**src/rtl/volume_pkg.sv**
```systemverilog
// Shared constants and the level-to-bar thermometer encoder for the
// volume meter and any display block that draws level bars.
package volume_pkg;

   localparam int NUM_LEDS     = 16;
   localparam int LEVEL_W      = 5;
   localparam int SAMPLE_W     = 12;
   localparam int MIC_MIDPOINT = 2048;

   // Bit i is set iff i < lvl.
   function automatic logic [NUM_LEDS-1:0] thermo(
      input logic [LEVEL_W-1:0] lvl
   );
      logic [NUM_LEDS-1:0] t;
      t = '0;
      for (int i = 0; i < NUM_LEDS; i++) begin
         t[i] = (i < int'(lvl));
      end
      return t;
   endfunction

endpackage

```
**src/rtl/volume_quantize.sv**
```systemverilog
// Window peak to bar level: subtract the quiet floor, round up to
// whole steps of 2^STEP_SHIFT and saturate at NUM_LEDS.
// Ports: wp = window peak sample, raw = level 0..16.
module volume_quantize
   import volume_pkg::*;
#(
   parameter int FLOOR      = MIC_MIDPOINT,
   parameter int STEP_SHIFT = 7
) (
   input  logic [SAMPLE_W-1:0] wp,
   output logic [LEVEL_W-1:0]  raw
);

   logic [12:0] d;
   logic [12:0] sum;
   logic [12:0] q;

   always_comb begin
      d = '0;
      if ({1'b0, wp} > 13'(FLOOR)) begin
         d = {1'b0, wp} - 13'(FLOOR);
      end
      sum = d + 13'((1 << STEP_SHIFT) - 1);
      q   = sum >> STEP_SHIFT;
      if (q > 13'(NUM_LEDS)) begin
         raw = LEVEL_W'(NUM_LEDS);
      end else begin
         raw = q[LEVEL_W-1:0];
      end
   end

endmodule

```
**src/rtl/volume_meter.sv**
```systemverilog
// Mic peak meter: per-window peak detect, quantize, peak-hold/decay.
// Ports: my_clock/my_reset_n, mic_valid/mic_in samples, freeze hold,
// level (0..16), led thermometer, level_valid per window end.
module volume_meter
   import volume_pkg::*;
#(
   parameter int WINDOW     = 4000,
   parameter int FLOOR      = MIC_MIDPOINT,
   parameter int STEP_SHIFT = 7,
   parameter bit DECAY_EN   = 1'b1
) (
   input  logic                my_clock,
   input  logic                my_reset_n,
   input  logic                mic_valid,
   input  logic [SAMPLE_W-1:0] mic_in,
   input  logic                freeze,
   output logic [LEVEL_W-1:0]  level,
   output logic [NUM_LEDS-1:0] led,
   output logic                level_valid
);

   logic [15:0]          cnt_q, cnt_d;
   logic [SAMPLE_W-1:0]  pk_q, pk_d;
   logic [SAMPLE_W-1:0]  wp_q, wp_d;
   logic                 end_q, end_d;
   logic [LEVEL_W-1:0]   level_q, level_d;
   logic [NUM_LEDS-1:0]  led_q, led_d;
   logic                 lv_q, lv_d;
   logic [SAMPLE_W-1:0]  pk_max;
   logic [LEVEL_W-1:0]   raw;

   // Quantizes the peak captured at the previous window end.
   volume_quantize #(
      .FLOOR      (FLOOR),
      .STEP_SHIFT (STEP_SHIFT)
   ) u_quant (
      .wp  (wp_q),
      .raw (raw)
   );

   always_comb begin
      cnt_d   = cnt_q;
      pk_d    = pk_q;
      wp_d    = wp_q;
      end_d   = 1'b0;
      level_d = level_q;
      lv_d    = 1'b0;
      pk_max  = (mic_in > pk_q) ? mic_in : pk_q;

      // Stage 1: accumulate, latch the window peak at window end.
      if (mic_valid) begin
         if (cnt_q == 16'(WINDOW - 1)) begin
            cnt_d = '0;
            pk_d  = '0;
            wp_d  = pk_max;
            end_d = 1'b1;
         end else begin
            cnt_d = cnt_q + 16'd1;
            pk_d  = pk_max;
         end
      end

      // Stage 2: level update one cycle later; freeze sampled here.
      if (end_q) begin
         lv_d = 1'b1;
         if (!freeze) begin
            if (raw >= level_q || !DECAY_EN) begin
               level_d = raw;
            end else begin
               level_d = level_q - LEVEL_W'(1);
            end
         end
      end

      led_d = thermo(level_d);
   end

   always_ff @(posedge my_clock or negedge my_reset_n) begin
      if (!my_reset_n) begin
         cnt_q   <= '0;
         pk_q    <= '0;
         wp_q    <= '0;
         end_q   <= 1'b0;
         level_q <= '0;
         led_q   <= '0;
         lv_q    <= 1'b0;
      end else begin
         cnt_q   <= cnt_d;
         pk_q    <= pk_d;
         wp_q    <= wp_d;
         end_q   <= end_d;
         level_q <= level_d;
         led_q   <= led_d;
         lv_q    <= lv_d;
      end
   end

   assign level       = level_q;
   assign led         = led_q;
   assign level_valid = lv_q;

endmodule

```
**config.mk**
```make
export PLATFORM = sky130hd
export DESIGN_NAME = volume_meter
export DESIGN_NICKNAME = d
export VERILOG_FILES = /design/src/rtl/volume_pkg.sv /design/src/rtl/volume_quantize.sv /design/src/rtl/volume_meter.sv
export SDC_FILE = /design/constraint.sdc
export NUM_CORES = 1
export LEC_CHECK = 0
export BUFFER_PORTS_ARGS = -buffer_cell sky130_fd_sc_hd__buf_4
export CORE_ASPECT_RATIO = 1.1
export CORE_UTILIZATION = 40
export CTS_CLUSTER_SIZE = 30
export DETAILED_ROUTE_END_ITERATION = 10
export PLACE_DENSITY = 0.58
export RECOVER_POWER = 50
export SLEW_MARGIN = 20
export SYNTH_ARGS = -nofsm -noshare
export SYNTH_HDL_FRONTEND = slang
export SYNTH_SLANG_ARGS = --single-unit
```
**constraint.sdc**
```tcl
create_clock -name my_clock -period 2.8 [get_ports my_clock]
set_input_delay 0.28 -clock my_clock [delete_from_list [all_inputs] [get_ports my_clock]]
set_output_delay 0.28 -clock my_clock [all_outputs]
set_load 0.05 [all_outputs]
```
==> summary.txt <==
Outcome
  • Status: finished with violations
  • Failing checks: max-capacitance violations, max-slew violations, negative setup slack

Pwr
  • Pwr dens: around 600 mW/mm²
  • Register share of total power: 0.456
  • Net Sw Power: around 0.0008 W
  • Worst ir drop on vdd: approximately 0.37 mV
  • Internal power: 0.00167 W
  • Lkg Pwr: ~2.0 nW
  • Sw Share: 0.322
  • Clock power share: 0.282
  • Comb power frac: 0.261

Route
  • DR top layer: met4
  • Metal1 wirelength: slightly above 3000 µm
  • Drt drc: 0
  • Routed met3 length: between 200 and 250 µm
  • Drt initial violations: just over 80
  • Post-route ant nets: 0
  • Wire length on met2: ~3100 µm
  • Routed wire length: approximately 6600 µm
  • Via density: between 4 and 5
  • Pre-antenna DRT Iters: 4
  • WL per Instance: 12.9 µm
  • Vias: 2506

Synth
  • Top_reg_cell synth: dfrtp_1
  • Ys Warns: 0
  • Yosys top cell area share: 0.476
  • Synth top area cells: dfrtp_1 48%, ha_1 6.9%, mux2i_1 4.9%
  • Synth Register Bits: 62
  • Synth Cell Area: 0.00326 mm²
  • Synthesized Nets: roughly 350
  • Top cells by count, synth: 62 x dfrtp_1, 31 x nor2_1, 29 x nand2_1, 24 x inv_1, 18 x ha_1
  • Async SR Flop Fraction: 1.00
  • Number of enable flip-flop cells after synthesis: 0
  • Number of distinct library cells after synthesis: between 40 and 50
  • Mean Syn Cell Area: approximately 10 µm²
  • Post-synthesis sequential area ratio: 0.476
  • Cell taking the most area after synthesis: dfrtp_1
  • Syn Inst Count: approximately 320
  • Most common cell in the netlist: dfrtp_1

Floorplanning
  • CORE AREA: 0.00791 mm²
  • Die area: 0.00851 mm²
  • I/O pin cnt: 38
  • Die W: between 80 and 90 µm
  • Die Y: roughly 97 µm
  • Row cnt: 34
  • Initial core utilization: 0.412

Timing
  • Peak Freq: ~320 MHz
  • Worst Setup Slack, final: -326 ps
  • Hold Vio Cnt, Final: 0
  • Worst-Margin Slew: ~1500 ps
  • RSZ-0062 raised after global routing: true
  • # setup viols final: 17
  • Fin crit share: 1.12
  • WHS: 180 ps
  • TNS Setup: -4340 ps
  • Slew Viols, Final: 63
  • Clock Skew: between 10 and 15 ps
  • Minimum clock period: 3130 ps
  • Relative slew slack: -0.00834

Place
  • Port buffer count: 37
  • Dpl cells: about 480
  • Post-DP HPWL: between 4000 and 5000 µm
  • Routability congestion estimate: slightly below 0.8
  • Worst slack, placed: -355 ps

Clock tree
  • Hold buffer count at CTS: 0
  • Clk_lat worst skew: ~340 ps
  • CTS tree: done
  • Clock sinks: between 60 and 70
  • Clock root cell: clkbuf_8
  • CTS Buf Count: 9
  • CTS Buffer Depth: 2
  • Reg clk slew, reported paths: roughly 70 ps
  • CTS H-tree lvls: 3

GRT
  • GRT Total Usage: 0.172
  • Vias in the first global route: about 2500
  • Overflow after GRT: 0
  • Largest net degree at the start of global routing: 63
  • First-pass GRT wire length: 11400 µm
  • Initial antenna violation count: 0

Setup path
  • CP startpoint kind: flip-flop
  • CP cell instances: nor4_4 -> a21bo_4 -> nand3_4 -> ha_4 -> nand3b_1 -> nand2_1 -> o311a_4 -> a21boi_4 -> buf_4 -> buf_6 -> mux2i_2 -> and3_1 -> nor2b_1 -> o21ai_1
  • Crit Path Class: reg2reg
  • Max stage delay on crit path: slightly above 400 ps
  • Crit path buffers/inverters: 2
  • Top delay family on crit path: simple AND/OR/NAND/NOR gates
  • WP data arrival: roughly 3400 ps
  • Crit end category: flip-flop
  • Critical Path RT: approximately 3000 ps
  • Slowest stage cell, crit path: dfrtp_1
  • Worst Path Max Fanout: 7

Cells and area
  • Final core occ: 0.532
  • Share of cells above drive strength 1: 0.311
  • Non-filler cells, final: between 500 and 600
  • Layout area overhead: 29.1%
  • Total inserted antenna cells: 0
  • Nets@finish: 431
  • # fillers: ~770

Job
  • Number of max-cap violations: 1

Worst hold path
  • Worst hold path class: in2reg
cell families after synthesis:
| kind of cell | share of synthesized area |
|---|---|
| and+or+nand+nor | 0.170 |
| DFF | 0.476 |
| AOI/OAI and AO/OA | 0.147 |
| buffers and inverters | 0.0426 |
| adders and majority gates | 0.0691 |
| xor gates and xnor gates | 0.0457 |
| muxes | 0.0492 |
power by group through the flow:
stage               clock network [W]  logic (W)  registers, W
finish                       0.000695   0.000643       0.00112
global route                 0.000758   0.000730       0.00114
CTS                          0.000722   0.000653       0.00112
detailed placement                  0   0.000643       0.00113
global placement                    0   0.000638       0.00113
floorplan                           0   0.000475       0.00111
cell type report:
class / count / area, µm² / share of cell area
clock inverter: 6 / 37.5 / 0.00892
inverter: 26 / 97.6 / 0.0232
timing repair buffer: 78 / 598 / 0.142
clock buffer: 10 / 138 / 0.0327
tap: 108 / 135 / 0.0321
multi-input combinational: 220 / 1650 / 0.392
sequential: 62 / 1550 / 0.369
layer usage:
metal,global-route usage,up-vias
li1,-,1260
met1,0.233,1191
met2,0.268,42
met3,0.0401,13
met4,0.0633,0
met5,0,-
layout by cell type, fill, tap and decap left out, drive strengths merged, types with 3 or more instances in the layout:
cell / count
xnor2: 5
a21oi: 18
nor2b: 5
a22o: 12
ha: 18
nor3: 4
clkinvlp: 3
and3: 6
dfrtp: 62
and2: 4
nor2: 31
xor2: 12
inv: 26
a21o: 4
buf: 77
nand2b: 3
clkbuf: 11
mux2i: 16
nand2: 30
nand4: 7
nor4: 3
clkinv: 3
nand3: 10
o21ai: 14
worst reg2reg max path, stage by stage (launching register included):
cell and delay (ps):
dfrtp_1 410, nor4_4 360, a21bo_4 200, nand3_4 90, ha_4 280, nand3b_1 110, nand2_1 70, o311a_4 320
a21boi_4 290, buf_4 170, buf_6 90, mux2i_2 230, and3_1 200, nor2b_1 130, o21ai_1 70
final timing paths:
kind | from | endpoint | slack, ps | cells past startpoint
max in group asynchronous | my_reset_n | wp_q[7] | 1590 | 1
setup / recovery | wp_q[0] | led[8] | -330 | 14
setup reg to reg | wp_q[0] | led[8] | -330 | 14
min in group asynchronous | my_reset_n | cnt_q[12] | 300 | 1
hold / removal | mic_in[0] | pk_q[0] | 180 | 2
hold reg to reg | end_q | level_valid | 400 | 0
per-stage QoR:
stage	cell area [µm²]	power, W
after CTS	4060	0.00249
after floorplan	3270	0.00159
after global routing	4210	0.00263
after detailed placement	3830	0.00178
final	4210	0.00246
after global placement	3830	0.00177
flip-flops by register name, summed over array words and instances (netlist names):
signal / count
level: 4
level_valid: 1
cnt_q: 16
end_q: 1
led: 16
wp_q: 12
pk_q: 12
what timing repair did:
item                                    in CTS  in global routing
endpoints found under the setup margin      19                 20
setup buffers                                3                 13
resized for setup                            7                 15
pin swaps                                   11                 11
Power figures use the tool's default switching activity.
